$ cat config.mk
export PLATFORM = sky130hd
export DESIGN_NAME = cassette_rec
export DESIGN_NICKNAME = d
export VERILOG_FILES = /design/src/rtl/cassette_pkg.sv /design/src/rtl/fsk_edge_timer.sv /design/src/rtl/cassette_rec.sv
export SDC_FILE = /design/constraint.sdc
export NUM_CORES = 1
export LEC_CHECK = 0
export ABC_AREA = 1
export CORE_AREA = 2 2 65 129
export DETAILED_ROUTE_END_ITERATION = 10
export DIE_AREA = 0 0 67 131
export PLACE_DENSITY = 0.85
export SKIP_LAST_GASP = 1
export SYNTH_ARGS = -nofsm -noshare
export SYNTH_HDL_FRONTEND = slang
export SYNTH_SLANG_ARGS = --single-unit
$ cat constraint.sdc
create_clock -name clk_i -period 2.26 [get_ports clk_i]
set_input_delay 0.452 -clock clk_i [delete_from_list [all_inputs] [get_ports clk_i]]
set_output_delay 0.452 -clock clk_i [all_outputs]
set_load 0.02 [all_outputs]
$ cat src/rtl/cassette_pkg.sv
// Shared types and constants for the cassette playback and record blocks.
package cassette_pkg;

  typedef enum logic [1:0] {StIdle, StHunt, StLocked} state_e;

  localparam logic [7:0] LEADER_BYTE = 8'h55;
  localparam logic [5:0] DAC_MID     = 6'd32;

  // Thresholds are clk dividers so the defaults track CLK_HZ.
  localparam int unsigned DefClkHz     = 50_000_000;
  localparam int unsigned BitThreshDiv = 1600;
  localparam int unsigned MinPeriodDiv = 5000;
  localparam int unsigned GapPeriodDiv = 600;
  localparam int unsigned DefHyst      = 4;
  localparam int unsigned DefAddrW     = 16;

endpackage

$ cat src/rtl/fsk_edge_timer.sv
// Synchronises the DAC, squares it with hysteresis and times rising-edge
// periods into FSK bits.
module fsk_edge_timer
  import cassette_pkg::*;
#(
  parameter int unsigned BIT_THRESH = 31250,
  parameter int unsigned MIN_PERIOD = 10000,
  parameter int unsigned GAP_PERIOD = 83333,
  parameter int unsigned HYST       = 4
) (
  input  logic       clk_i,
  input  logic       rst_ni,
  input  logic       en_i,
  input  logic [5:0] dac_i,
  output logic       bit_valid_o,
  output logic       bit_val_o,
  output logic       gap_o
);

  localparam int unsigned CntW = $clog2(GAP_PERIOD + 1);
  localparam logic [CntW-1:0] MinCnt = CntW'(MIN_PERIOD);
  localparam logic [CntW-1:0] ThrCnt = CntW'(BIT_THRESH);
  localparam logic [CntW-1:0] GapCnt = CntW'(GAP_PERIOD);
  localparam logic [5:0] HiThr = 6'(DAC_MID + HYST);
  localparam logic [5:0] LoThr = 6'(DAC_MID - HYST);

  logic [5:0]      dac_q1, dac_q2;
  logic            level_q, level_d;
  logic            started_q;
  logic [CntW-1:0] cnt_q, cnt_d;
  logic            rise, accept;

  always_comb begin
    level_d = level_q;
    if (dac_q2 >= HiThr) begin
      level_d = 1'b1;
    end else if (dac_q2 <= LoThr) begin
      level_d = 1'b0;
    end
  end

  // Edges arriving too soon are glitches: they neither yield a bit nor restart timing.
  assign rise        = level_d & ~level_q;
  assign accept      = rise && (cnt_q >= MinCnt);
  assign gap_o       = (cnt_q == GapCnt);
  assign bit_valid_o = accept && started_q && !gap_o;
  assign bit_val_o   = (cnt_q >= ThrCnt);

  always_comb begin
    cnt_d = cnt_q;
    if (!en_i || accept) begin
      cnt_d = '0;
    end else if (!gap_o) begin
      cnt_d = cnt_q + CntW'(1);
    end
  end

  always_ff @(posedge clk_i or negedge rst_ni) begin
    if (!rst_ni) begin
      dac_q1    <= '0;
      dac_q2    <= '0;
      level_q   <= 1'b0;
      cnt_q     <= '0;
      started_q <= 1'b0;
    end else begin
      dac_q1  <= dac_i;
      dac_q2  <= dac_q1;
      level_q <= level_d;
      cnt_q   <= cnt_d;
      if (!en_i) begin
        started_q <= 1'b0;
      end else if (accept) begin
        started_q <= 1'b1;
      end else if (gap_o) begin
        started_q <= 1'b0;
      end
    end
  end

endmodule

$ cat src/rtl/cassette_rec.sv
// Cassette recorder: decodes FSK from the sound DAC, aligns on the 0x55
// leader and writes raw CAS bytes into the cassette SRAM.
module cassette_rec
  import cassette_pkg::*;
#(
  parameter int unsigned CLK_HZ     = DefClkHz,
  parameter int unsigned BIT_THRESH = CLK_HZ / BitThreshDiv,
  parameter int unsigned MIN_PERIOD = CLK_HZ / MinPeriodDiv,
  parameter int unsigned GAP_PERIOD = CLK_HZ / GapPeriodDiv,
  parameter int unsigned HYST       = DefHyst,
  parameter int unsigned ADDR_W     = DefAddrW
) (
  input  logic              clk_i,
  input  logic              rst_ni,
  input  logic              en_i,
  input  logic              clear_i,
  input  logic [5:0]        dac_i,
  output logic [ADDR_W-1:0] ram_addr_o,
  output logic [7:0]        ram_data_o,
  output logic              ram_wr_o,
  output logic [ADDR_W-1:0] byte_count_o,
  output logic              locked_o,
  output logic              overflow_o
);

  logic bit_valid, bit_val, gap;

  fsk_edge_timer #(
    .BIT_THRESH (BIT_THRESH),
    .MIN_PERIOD (MIN_PERIOD),
    .GAP_PERIOD (GAP_PERIOD),
    .HYST       (HYST)
  ) u_timer (
    .clk_i       (clk_i),
    .rst_ni      (rst_ni),
    .en_i        (en_i),
    .dac_i       (dac_i),
    .bit_valid_o (bit_valid),
    .bit_val_o   (bit_val),
    .gap_o       (gap)
  );

  state_e            state_q;
  logic [7:0]        sr_q, sr_shift;
  logic [2:0]        bitcnt_q;
  logic              locked_q, wr_q, ovf_q;
  logic [ADDR_W-1:0] addr_q, count_q;
  logic [7:0]        data_q;
  logic              byte_done, do_wr;

  always_comb begin
    sr_shift  = {bit_val, sr_q[7:1]};
    byte_done = en_i && bit_valid &&
                (((state_q == StHunt) && (sr_shift == LEADER_BYTE)) ||
                 ((state_q == StLocked) && (bitcnt_q == 3'd7)));
    // A coincident clear drops the byte; a full buffer drops every byte.
    do_wr     = byte_done && !clear_i && !ovf_q;
  end

  always_ff @(posedge clk_i or negedge rst_ni) begin
    if (!rst_ni) begin
      state_q  <= StIdle;
      sr_q     <= '0;
      bitcnt_q <= '0;
      locked_q <= 1'b0;
      wr_q     <= 1'b0;
      ovf_q    <= 1'b0;
      addr_q   <= '0;
      data_q   <= '0;
      count_q  <= '0;
    end else begin
      wr_q <= do_wr;
      if (do_wr) begin
        addr_q <= count_q;
        data_q <= sr_shift;
        if (&count_q) begin
          ovf_q <= 1'b1;
        end else begin
          count_q <= count_q + ADDR_W'(1);
        end
      end
      if (clear_i) begin
        count_q <= '0;
        ovf_q   <= 1'b0;
      end

      if (!en_i) begin
        state_q  <= StIdle;
        sr_q     <= '0;
        bitcnt_q <= '0;
        locked_q <= 1'b0;
      end else if (gap) begin
        state_q  <= StHunt;
        sr_q     <= '0;
        bitcnt_q <= '0;
        locked_q <= 1'b0;
      end else begin
        unique case (state_q)
          StIdle: state_q <= StHunt;
          StHunt: begin
            if (bit_valid) begin
              sr_q <= sr_shift;
              if (sr_shift == LEADER_BYTE) begin
                state_q  <= StLocked;
                bitcnt_q <= '0;
                locked_q <= 1'b1;
              end
            end
          end
          StLocked: begin
            if (bit_valid) begin
              sr_q     <= sr_shift;
              bitcnt_q <= bitcnt_q + 3'd1;
            end
          end
          default: state_q <= StIdle;
        endcase
      end
    end
  end

  assign ram_addr_o   = addr_q;
  assign ram_data_o   = data_q;
  assign ram_wr_o     = wr_q;
  assign byte_count_o = count_q;
  assign locked_o     = locked_q;
  assign overflow_o   = ovf_q;

endmodule

After elaboration in Yosys (flattened, before gate mapping)
Cells that the tools add are included.
Storage, ports and cells
  register bits after elaboration: 87
  output and inout bits: 43
  word-level logic and storage cells: 99
  bits of input ports: 10
Operators by class
  multiplexer cells: 33
  bitwise gates (word level): 2
  reduce and logical (&&, ||, !) cells: 26
  equal/unequal tests: 17
  magnitude comparators: 4
  add/sub/neg operators: 3
Operators by type and width (count)
  16-bit two-way mux: 3
  17-bit two-way mux: 2
  8-bit two-way mux: 4
  17-bit by 1-bit adder with 17-bit output, second input constant: 1
  17-bit == test, second input constant: 1
  17-bit by 14-bit >= comparator with 1-bit output, second input constant: 1
  17-bit by 15-bit >= comparator with 1-bit output, second input constant: 1
  16-bit by 1-bit adder with 16-bit output, second input constant: 1
  16-bit AND reduction: 1
  3-bit two-way mux: 5
  1-bit two-way mux: 13
  3-bit by 1-bit inequality test with 1-bit output, second input constant: 4
  1-bit logical AND: 9
  8-bit by 7-bit == test with 1-bit output, second input constant: 1
  2-bit two-way mux: 4
  4-bit by 3-bit inequality test with 1-bit output, second input constant: 2
  6-bit >= comparator, second input constant: 1
  6-bit by 5-bit <= comparator with 1-bit output, second input constant: 1
  3-bit by 2-bit inequality test with 1-bit output, second input constant: 2
  2-bit one-hot mux with 3 select lines: 1
  3-bit one-hot mux with 2 select lines: 1
  2-bit AND reduction: 3
  3-bit AND reduction: 2
  1-bit logical NOT: 4
  other kinds (14): 17

Depth between registers and ports, before layout
Gate-level depths: netlist of the first run.
  depth after elaboration: 13
  mapped depth: 15
  mapped depth without buffers: 14

Hierarchy
Synthesis of the first run repeated with hierarchy kept, for this count alone.
Second synthesis, totals
  cell total of the unflattened synthesis: 522
  area total of the unflattened synthesis: 4192.8 sq um
By module, submodules not included
  cassette_rec: cells an instance 341, instances 1, seq. area each 1376.3 sq um, area each 2680.1 sq um
  fsk_edge_timer: cells an instance 181, instances 1, seq. area each 775.7 sq um, area each 1512.7 sq um

Worst setup path before layout of the first run
Ideal clock, no wire load.
  path kind: register -> register
  start point: register count_q[0], in the netlist byte_count_o[0]
  end point: register count_q[6], in the netlist byte_count_o[6]
  setup slack: 279 ps
  period minus slack after synthesis: 1981 ps
  stages on the path, launching flop included: 12
  arrival time: 1863 ps
  path through: dfrtp_1 > ha_1 > nand2_2 > nor2_4 > nand2_1 > nor2_2 > nand2_2 > nor4_4 > nand3_4 > buf_2 > nand3_1 > nand2_1
On the way
  cells in the longest elaborated chain, start to end: 4
  elaborated cells between the ends (all ways): 7
RTL lines
  start, declared: line cassette_rec.sv:47  | logic [ADDR_W-1:0] addr_q, count_q;
  start signal, assigned: line cassette_rec.sv:79  | count_q <= count_q + ADDR_W'(1);
  16-bit by 1-bit adder with 16-bit output: line cassette_rec.sv:79
  16-bit two-way mux: line cassette_rec.sv:76  | if (&count_q) begin
  16-bit two-way mux: line cassette_rec.sv:73  | if (do_wr) begin
  16-bit two-way mux: line cassette_rec.sv:82  | if (clear_i) begin
Parallel ways exist; a longest one is shown, timed or not. The select of a mux whose other input is x is not followed.
A chain may end at the register's enable or synchronous reset.

Final worst setup path of the first run
  start point: register u_timer.cnt_q[0]
  end point: register addr_q[3], in the netlist ram_addr_o[3]
On the way
  cells in the longest elaborated chain, start to end: 8
  elaborated cells between the ends (all ways): 14
RTL lines
  start, declared: line fsk_edge_timer.sv:30  | logic [CntW-1:0] cnt_q, cnt_d;
  start signal, assigned: line fsk_edge_timer.sv:69  | cnt_q <= cnt_d;
  parallel branches: the longest is 5 deep, another holds 17-bit by 15-bit >= comparator with 1-bit output
  1-bit logical AND *: line cassette_rec.sv:53  | byte_done = en_i && bit_valid &&
  1-bit logical AND * (2 in series): line cassette_rec.sv:57  | do_wr = byte_done && !clear_i && !ovf_q;
  end signal, assigned: line cassette_rec.sv:74  | addr_q <= count_q;
  end, declared: line cassette_rec.sv:47
Mark *: on every way between the ends.

==> metrics.cfg, run 1 <==
[status]
status=complete, no violations

[global_route]
grt-ovfl-total=0
grt_pass1_vias=3422
track_usage_pct=23.0
grt_max_degree=36
grt_first_pass_wirelength_um=15500
antenna_found_initial=0

[clock_tree]
holdBufCountCts=0
cts.path.max_buffers=2
clock-sinks=86
cts_root_buf=clkbuf_16
h-tree-depth=3
clk_latency_ns=0.34
cts_tree=yes
cts.clk_slew.worst_paths_ns=0.06
cts_buffers=9

[logic_synthesis]
yosysUniqueCellTypes=35
netlist_instances=506
avgSynthCellArea_um2=8.35
yosys_warnings=0
yosysSeqAreaShare_pct=51.0
ys_seq_elements=86
synth_area_mm2=0.00422
syn_nets=526

[pwr]
p_total_uw=3490
p_per_area_mw_per_mm2=669
p_leak_uw=0.00241
vdd_drop_max_mv=0.665

[final_layout]
final_cell_mix=nand2_1, dfrtp_1, clkdlybuf4s50_1, nor2_1, inv_1
diodes=0
fin_nets=592
drive_gt1_share_pct=9.91
fill_cells=628
area_delta_synth_final_pct=23.5
final_common_cell=nand2_1
finalNonFillerCells=671

[floorplan]
dieHeight_um=131
coreArea_mm2=0.00783
ioPinCount=53
dieWidth_um=67
rows=46
initial_core_util_pct=53.9
dieArea_mm2=0.00878

[critical_path]
cp_slowest_cell=dfrtp_1
path_cells=inv_1, ha_1, nand2_1, nor2_1, nand2_1, nor2_1, nor2_1, nand4_1, nand2_1, nand3_2, buf_4, nand2_1, o21ai_0
slowest_delay_ns=0.40
required_ns=2.47
crit_top_cell=nand2_1
cp-start-kind=flop
arrival_ns=2.37
end_kind=flop
crit_type=reg2reg
crit_fanout=19

[sta]
finalSetupViolCount=0
holdWs_ns=0.0432
slew_violations=0
fin_crit_sh_pct=95.6
skew_ns=0.00785
slew_headroom_pct=70.3
worstMarginPinSlew_ns=0.442
finalHoldViolations=0
max_freq_ghz=0.463
fin_crit_ns=2.16

[route]
vias_per_cell=5.38
dr_total_vias=3611
drt_iter0_drc=302
drt_first_pass_iters=5
avgRoutedWirePerCell_um=13.8
wl_um=9270
drc=0
ant_nets=0

[place]
portBuffers=52
numPlacedInstances=654
hpwl_um=6300
gp_congestion=0.876

[job]
maxCapViolations=0

[hold_path]
hold_path_class=in2async

==> cell type report <==
| type | instances | area, um^2 | area share [%] |
|---|---|---|---|
| clock buffers | 10 | 239 | 4.58 |
| repair buffers | 66 | 639 | 12.3 |
| multi-input cells | 358 | 1800 | 34.5 |
| flip-flops and latches | 86 | 2150 | 41.3 |
| well taps | 96 | 120 | 2.30 |
| clock inverters | 4 | 72.6 | 1.39 |
| inverters | 51 | 194 | 3.72 |
==> critical path, delay by kind of cell (launching register included) <==
kind / cells / cell delay (ns)
AOI/OAI and AO/OA: 1 / 0.10
and+or+nand+nor: 9 / 0.96
DFF: 1 / 0.40
buffers and inverters: 2 / 0.36
adders and majority gates: 1 / 0.20
==> sequential cells by signal, indices dropped and copies added, names as in the netlist <==
name               count
u_timer.dac_q2         6
ram_data_o             8
u_timer.cnt_q         17
u_timer.dac_q1         6
bitcnt_q               3
byte_count_o          16
state_q                2
u_timer.started_q      1
ram_wr_o               1
u_timer.level_q        1
ram_addr_o            16
locked_o               1
overflow_o             1
sr_q                   7
==> cells by family (layout without fill, tap and decap cells) <==
logic type	count (synthesis)	in the layout	synth area share, %
AND/OR/NAND/NOR	272	272	29.1
flip-flops	86	86	51.0
buffers and inverters	62	131	6.61
XOR/XNOR	9	9	1.87
adder cells (fa/ha/maj)	10	10	2.96
AO/OA/AOI/OAI	67	67	8.50
==> Yosys cell counts <==
cell	instances	area, um^2
a21oi_1	22	110
buf_4	2	15.0
nand3_2	3	30.0
clkinv_1	1	3.75
nor3_1	11	55.1
nand2_1	144	541
o21ai_1	2	10.0
inv_1	45	169
clkbuf_1	3	11.3
nor3_4	1	16.3
buf_2	1	5.00
nand2_2	6	37.5
nor2_1	45	169
buf_6	5	56.3
nand3_1	41	205
nor4_4	1	21.3
o21a_1	1	7.51
nand3_4	1	17.5
or2_2	1	6.26
nand2_4	2	22.5
nor4_1	2	12.5
o31ai_1	2	15.0
inv_2	5	18.8
o2111a_1	1	11.3
xor2_1	9	78.8
dfrtp_1	86	2150
ha_1	10	125
nand4_1	5	31.3
nor3b_1	1	7.51
nand3b_1	1	7.51
o21ai_0	34	170
nor2_2	6	37.5
nor2_4	1	11.3
a31oi_1	2	12.5
a211oi_1	3	22.5
==> final timing paths <==
| path | from | to | slack [ns] | cells past startpoint |
|---|---|---|---|---|
| setup / recovery | u_timer.cnt_q[0]$_DFFE_PN0P_ | ram_addr_o[3]$_DFFE_PN0P_ | 0.10 | 13 |
| hold / removal | rst_ni | u_timer.cnt_q[7]$_DFFE_PN0P_ | 0.04 | 1 |
| setup reg to reg | u_timer.cnt_q[0]$_DFFE_PN0P_ | ram_addr_o[3]$_DFFE_PN0P_ | 0.10 | 13 |
| hold reg to reg | u_timer.dac_q1[4]$_DFF_PN0_ | u_timer.dac_q2[4]$_DFF_PN0_ | 0.35 | 0 |
| max in group asynchronous | rst_ni | state_q[1]$_DFFE_PN0P_ | 1.62 | 2 |
| min in group clk_i | u_timer.dac_q1[4]$_DFF_PN0_ | u_timer.dac_q2[4]$_DFF_PN0_ | 0.35 | 0 |
==> routing by layer <==
metal  share of wire, %  up-vias  track usage [%]
met1                 43     1699             31.1
met4                2.6        0             10.3
met2                 49      117             35.3
li1                   -     1770                -
met5                  0        -                0
met3                5.0       25             4.97
==> stage by stage <==
| stage | utilization (%) | TNS, ns | worst slack [ns] | instance area [um^2] |
|---|---|---|---|---|
| floorplan | - | 0 | 0.279 | 4220 |
| global placement | 62.2 | 0 | 0.176 | 4870 |
| detailed placement | 62.2 | 0 | 0.143 | 4870 |
| CTS | 66.2 | 0 | 0.0909 | 5180 |
| global route | 66.6 | -0.00232 | -0.00232 | 5210 |
| finish | 66.6 | 0 | 0.100 | 5210 |
==> report_power, final <==
group	internal, uW	leakage, uW	switching, uW	total [uW]
logic	121	0.00109	199	321
registers	1580	0.00117	32.3	1610
clock network	983	0.000150	568	1550
total	2690	0.00241	800	3490
==> repair_timing <==
| item | in CTS | in global routing |
|---|---|---|
| gates resized for setup | 0 | 4 |
| endpoints found under the setup margin | 0 | 30 |
| buffers inserted | 0 | 3 |
Power figures use the tool's default switching activity.
==> run 2, diff against run 1 <==
- CORE_AREA: 2 2 65 129 -> 5 5 68 132
- DIE_AREA: 0 0 67 131 -> 0 0 73 137
- HOLD_SLACK_MARGIN: not set -> 0.05
==> run 2 against run 1 <==
  * Critical path depth decreased by 1
  * Worst setup slack better by 0.019 ns
  * Critical path type unchanged
  * Clock power increased by 8%
  * Largest cell class unchanged
  * Via count rose by 2.4%
  * Highest routed layer unchanged
  * First-iteration DRC count increased by 13%
  * Clock skew decreased by 0.0037 ns
  * Combinational power is 3% higher
==> metrics.cfg, run 2 (synthesis results as in run 1) <==
[hold_path]
min_path_cells=0
hold_path_class=reg2reg  ; was in2async
hp-start=u_timer.dac_q1[5]$_DFF_PN0_
hold_path_end=u_timer.dac_q2[5]$_DFF_PN0_

[sta]
tns_ns=0  ; unchanged
skew_ns=0.00415  ; was 0.00785 ns
slew_violations=0  ; unchanged
max_freq_ghz=0.467  ; was 0.463 GHz
fin_ws_ns=0.119  ; was 0.100 ns
fin_crit_ns=2.14  ; was 2.16 ns
worstMarginPinSlew_ns=0.470  ; was 0.442 ns
finalHoldViolations=0  ; unchanged
slew_headroom_pct=68.5  ; was 70.3%
fin_crit_sh_pct=94.7  ; was 95.6%
finalSetupViolCount=0  ; unchanged

[floorplan]
dieWidth_um=73  ; was 67 um
rows=46  ; unchanged
dieArea_mm2=0.0100  ; was 0.00878 mm^2
coreArea_mm2=0.00783  ; unchanged
ioPinCount=53  ; unchanged
dieHeight_um=137  ; was 131 um
initial_core_util_pct=53.9  ; unchanged

[pwr]
vdd_drop_max_mv=0.604  ; was 0.665 mV
p_leak_uw=0.00243  ; was 0.00241 uW
p_per_area_mw_per_mm2=684  ; was 669 mW/mm^2

[critical_path]
slowest_delay_ns=0.41  ; was 0.40 ns
cp-start-kind=flop  ; unchanged
crit_fanout=7  ; was 19
cp_slowest_cell=dfrtp_1  ; unchanged
required_ns=2.49  ; was 2.47 ns
path_cells=inv_1, ha_1, nand4_1, nor2_2, nand3_4, nand2_2, clkinvlp_4, nand2_4, o21a_1, nand2_1, nand2_1, nand2_1  ; was inv_1, ha_1, nand2_1, nor2_1, nand2_1, nor2_1, nor2_1, nand4_1, nand2_1, nand3_2, buf_4, nand2_1, o21ai_0
crit_top_cell=nand2_1  ; unchanged
timing.rr.start=u_timer.cnt_q[1]$_DFFE_PN0P_  ; was u_timer.cnt_q[0]$_DFFE_PN0P_
end_kind=flop  ; unchanged
arrival_ns=2.37  ; about the same
reg2reg_depth=12  ; was 13
r2r-end=bitcnt_q[1]$_DFFE_PN0P_  ; was ram_addr_o[3]$_DFFE_PN0P_
crit_type=reg2reg  ; unchanged
reg2reg_slack_ns=0.12  ; was 0.10 ns

[final_layout]
top_register=u_timer.cnt_q  ; unchanged
drive_gt1_share_pct=10.4  ; was 9.91%
largest_reg_flops=17  ; unchanged
final_common_cell=nand2_1  ; unchanged
area_delta_synth_final_pct=25.3  ; was 23.5%
fin_area_mm2=0.00529  ; was 0.00521 mm^2
diodes=0  ; unchanged
fin_nets=594  ; was 592
final_cell_mix=nand2_1, dfrtp_1, clkdlybuf4s50_1, nor2_1, inv_1  ; unchanged

[clock_tree]
clock-sinks=86  ; unchanged
cts_tree=yes  ; unchanged
clk_latency_ns=0.34  ; about the same
cts.clk_slew.worst_paths_ns=0.06  ; about the same
cts.path.max_buffers=2  ; unchanged
h-tree-depth=3  ; unchanged
cts_buffers=9  ; unchanged
cts_root_buf=clkbuf_16  ; unchanged

[global_route]
grt-ovfl-total=0  ; unchanged
track_usage_pct=21.5  ; was 23.0%
grt_first_pass_wirelength_um=16900  ; was 15500 um
grt_max_degree=32  ; was 36
grt_pass1_vias=3617  ; was 3422
antenna_found_initial=0  ; unchanged

[place]
gp_congestion=0.910  ; was 0.876
placed_cell_area_mm2=0.00485  ; was 0.00487 mm^2
pre_cts_ws_ns=0.0255  ; was 0.143 ns
hpwl_um=6660  ; was 6300 um
portBuffers=52  ; unchanged

[route]
vias_per_cell=5.48  ; was 5.38
avgRoutedWirePerCell_um=15.0  ; was 13.8 um
wl_um=10100  ; was 9270 um
drc=0  ; unchanged
ant_nets=0  ; unchanged
drt_first_pass_iters=5  ; unchanged
drt_iter0_drc=340  ; was 302
dr_total_vias=3698  ; was 3611

[status]
status=complete, no violations  ; unchanged

[job]
maxCapViolations=0  ; unchanged

## run 2: layout make-up
type	instances	area [um^2]
clock buffers	11	233
clock inverters	5	108
fillers	628	2530
inverters	51	198
multi-input cells	358	1820
flip-flops and latches	86	2150
well taps	96	120
repair buffers	68	666
## run 2: power breakdown
part	switching [uW]	internal [uW]	leakage (uW)
clock network	586	1080	0.000164
registers	36.9	1580	0.00116
logic	208	123	0.00110
## run 2: worst max-delay path: cells and delay by family, from the launching register on
family / cells / cell delay (ns)
buffers and inverters: 2 / 0.30
adders and majority gates: 1 / 0.17
DFF: 1 / 0.41
and+or+nand+nor: 8 / 0.94
AOI/OAI and AO/OA: 1 / 0.21
## run 2: per-layer routing
metal  track usage (%)  share of wire (%)  vias up
li1                  -                  -     1774
met1              28.7                 41     1756
met2              33.6                 51      146
met3              4.04                6.3       22
met4              9.45                2.1        0
met5                 0                  0        -
## run 2: metrics by stage
step / std cells / util, % / hold WS, ns / power, uW
2_1_floorplan: 506 / - / 0.156 / 1830
3_3_place_gp: 652 / 62.0 / 0.331 / 1940
3_5_place_dp: 652 / 62.0 / 0.337 / 1950
4_1_cts: 669 / 66.5 / 0.350 / 3630
5_1_grt: 675 / 67.6 / 0.352 / 3750
6_report: 675 / 67.6 / 0.352 / 3620
## run 2: worst max path at each step
stage	startpoint	endpoint	slack (ns)	cells after the start
after global routing	byte_count_o[0]$_DFFE_PN0P_	byte_count_o[2]$_DFFE_PN0P_	-0.01	11
after CTS	byte_count_o[0]$_DFFE_PN0P_	byte_count_o[8]$_DFFE_PN0P_	0.06	11
after detailed placement	clear_i	byte_count_o[8]$_DFFE_PN0P_	0.03	6
final	u_timer.cnt_q[1]$_DFFE_PN0P_	bitcnt_q[1]$_DFFE_PN0P_	0.12	12
after global placement	clear_i	byte_count_o[13]$_DFFE_PN0P_	0.11	6
after floorplan	byte_count_o[0]$_DFFE_PN0P_	byte_count_o[6]$_DFFE_PN0P_	0.28	11
## run 2: what timing repair did
item	4_1_cts	5_1_grt
hold endpoints to repair	20	0
endpoints found under the setup margin	0	26
setup buffers	0	6
hold buffers	1	0
gates resized for setup	0	7
==> run 3, diff against run 2 <==
- CAP_MARGIN: not set -> 20
- GPL_TIMING_DRIVEN: not set -> 0
==> run 3 against run 2 <==
  * Sequential cell count is the same
  * Utilization shrank 0.61 points
  * Worst setup slack gained 0.027 ns
  * Worst hold slack lost 0.0010 ns
  * Die area is the same
  * Global-route usage shrank 0.42 points
  * Clock skew grew 0.0017 ns
  * Critical path depth shrank 1
  * First-iteration DRC count shrank 5.0%
  * Sequential share of layout area grew 0.39 points
  * Critical endpoint is now byte_count_o[8]$_DFFE_PN0P_
  * Largest power group is now registers
  * Highest routed layer unchanged
==> metrics.cfg, run 3 (synthesis results as in run 1) <==
[clock_tree]
cts_tree=yes  ; unchanged
h-tree-depth=3  ; unchanged
cts_buffers=9  ; unchanged
cts.path.max_buffers=2  ; unchanged
clock-sinks=86  ; unchanged
cts.clk_slew.worst_paths_ns=0.06  ; about the same
cts_root_buf=clkbuf_16  ; unchanged
clk_latency_ns=0.34  ; about the same

[route]
wl_um=9920  ; was 10100 um
ant_nets=0  ; unchanged
drt_first_pass_iters=5  ; unchanged
drc=0  ; unchanged
drt_iter0_drc=323  ; was 340
avgRoutedWirePerCell_um=14.6  ; was 15.0 um
dr_total_vias=3700  ; was 3698
vias_per_cell=5.46  ; was 5.48

[floorplan]
rows=46  ; unchanged
initial_core_util_pct=53.9  ; unchanged
dieArea_mm2=0.0100  ; unchanged
dieHeight_um=137  ; unchanged
coreArea_mm2=0.00783  ; unchanged
dieWidth_um=73  ; unchanged
ioPinCount=53  ; unchanged

[pwr]
vdd_drop_max_mv=0.679  ; was 0.604 mV
p_per_area_mw_per_mm2=637  ; was 684 mW/mm^2
p_leak_uw=0.00242  ; was 0.00243 uW

[place]
gp_congestion=0.956  ; was 0.910
hpwl_um=6900  ; was 6660 um
portBuffers=52  ; unchanged
pre_cts_ws_ns=0.103  ; was 0.0255 ns

[global_route]
grt_pass1_vias=3462  ; was 3617
antenna_found_initial=0  ; unchanged
grt_first_pass_wirelength_um=16400  ; was 16900 um
grt-ovfl-total=0  ; unchanged
grt_max_degree=61  ; was 32
track_usage_pct=21.1  ; was 21.5%

[hold_path]
hold_path_class=reg2reg  ; unchanged
min_path_cells=0  ; unchanged

[sta]
fin_ws_ns=0.146  ; was 0.119 ns
fin_crit_ns=2.11  ; was 2.14 ns
rsz0062_at_grt=true
skew_ns=0.00584  ; was 0.00415 ns
tns_ns=0  ; unchanged
finalSetupViolCount=0  ; unchanged
fin_crit_sh_pct=93.6  ; was 94.7%
finalHoldViolations=0  ; unchanged
slew_headroom_pct=64.5  ; was 68.5%
worstMarginPinSlew_ns=0.533  ; was 0.470 ns
slew_violations=0  ; unchanged
max_freq_ghz=0.473  ; was 0.467 GHz
holdWs_ns=0.351  ; was 0.352 ns

[final_layout]
final_cell_mix=nand2_1, dfrtp_1, clkdlybuf4s50_1, inv_1, nor2_1  ; was nand2_1, dfrtp_1, clkdlybuf4s50_1, nor2_1, inv_1
largest_reg_flops=17  ; unchanged
diodes=0  ; unchanged
area_delta_synth_final_pct=24.2  ; was 25.3%
final_common_cell=nand2_1  ; unchanged
fin_nets=597  ; was 594
drive_gt1_share_pct=10.7  ; was 10.4%
fin_util_pct=67.0  ; was 67.6%
top_register=u_timer.cnt_q  ; unchanged

[critical_path]
slowest_delay_ns=0.42  ; was 0.41 ns
reg2reg_depth=11  ; was 12
end_kind=flop  ; unchanged
cp_slowest_cell=dfrtp_2  ; was dfrtp_1
arrival_ns=2.34  ; was 2.37 ns
cpLargestDelayFamily=simple AND/OR/NAND/NOR gates  ; unchanged
required_ns=2.49  ; about the same
cp_num_cells=11  ; was 12
cp-start-kind=flop  ; unchanged
critPathBufInv=1  ; was 2
crit_type=reg2reg  ; unchanged
path_cells=ha_1, nand2_2, nor2_4, nand2_1, nor2_2, nand2_2, nor4_4, nand3_4, clkbuf_4, nand3_1, nand2_1  ; was inv_1, ha_1, nand4_1, nor2_2, nand3_4, nand2_2, clkinvlp_4, nand2_4, o21a_1, nand2_1, nand2_1, nand2_1
crit_fanout=10  ; was 7

[status]
status=complete, no violations  ; unchanged

[job]
maxCapViolations=0  ; unchanged

[run 3: repair_timing]
action / CTS / global route
setup endpoints to repair: 0 / 21
setup buffers: 0 / 6
resized for setup: 0 / 7
hold buffers: 1 / 0
endpoints found under the hold margin: 26 / 0
[run 3: cell type report]
| type | instances | area [um^2] |
|---|---|---|
| fillers | 648 | 2580 |
| well taps | 96 | 120 |
| flip-flops and latches | 86 | 2150 |
| inverters | 51 | 191 |
| clock inverters | 2 | 13.8 |
| clock buffers | 14 | 274 |
| repair buffers | 60 | 601 |
| plain buffers | 11 | 91.3 |
| multi-input cells | 358 | 1800 |
[run 3: stage by stage]
step,instances,instance area [um^2],total power [uW]
floorplan,506,4220,1830
global placement,654,4860,1930
detailed placement,655,4890,1950
CTS,672,5190,3360
global route,678,5250,3490
finish,678,5250,3340
[run 3: metal layers]
metal	track usage, %	part of all wire, %	vias to the layer above
met3	4.41	6.3	21
met2	33.0	50	129
met4	7.80	1.9	0
met5	0	0	-
met1	28.5	42	1765
li1	-	-	1785
[run 3: worst reg2reg max path, stage by stage, from the launching register on]
cell and delay [ns]:
dfrtp_2 0.42, ha_1 0.19, nand2_2 0.08, nor2_4 0.14, nand2_1 0.10, nor2_2 0.17
nand2_2 0.10, nor4_4 0.20, nand3_4 0.17, clkbuf_4 0.24, nand3_1 0.11, nand2_1 0.07
[run 3: final timing paths]
| path | start | end | slack [ns] |
|---|---|---|---|
| max | byte_count_o[0]$_DFFE_PN0P_ | byte_count_o[8]$_DFFE_PN0P_ | 0.15 |
| min | u_timer.dac_q1[1]$_DFF_PN0_ | u_timer.dac_q2[1]$_DFF_PN0_ | 0.35 |
| max reg2reg | byte_count_o[0]$_DFFE_PN0P_ | byte_count_o[8]$_DFFE_PN0P_ | 0.15 |
| min reg2reg | u_timer.dac_q1[1]$_DFF_PN0_ | u_timer.dac_q2[1]$_DFF_PN0_ | 0.35 |
| max in group asynchronous | rst_ni | byte_count_o[0]$_DFFE_PN0P_ | 1.07 |
| min in group asynchronous | rst_ni | u_timer.cnt_q[7]$_DFFE_PN0P_ | 0.56 |
[run 3: where the power goes]
group | switching, uW | internal, uW | leakage (uW)
clock | 569 | 837 | 0.000143
sequential | 39.0 | 1580 | 0.00116
combinational | 197 | 117 | 0.00111
total | 805 | 2540 | 0.00242
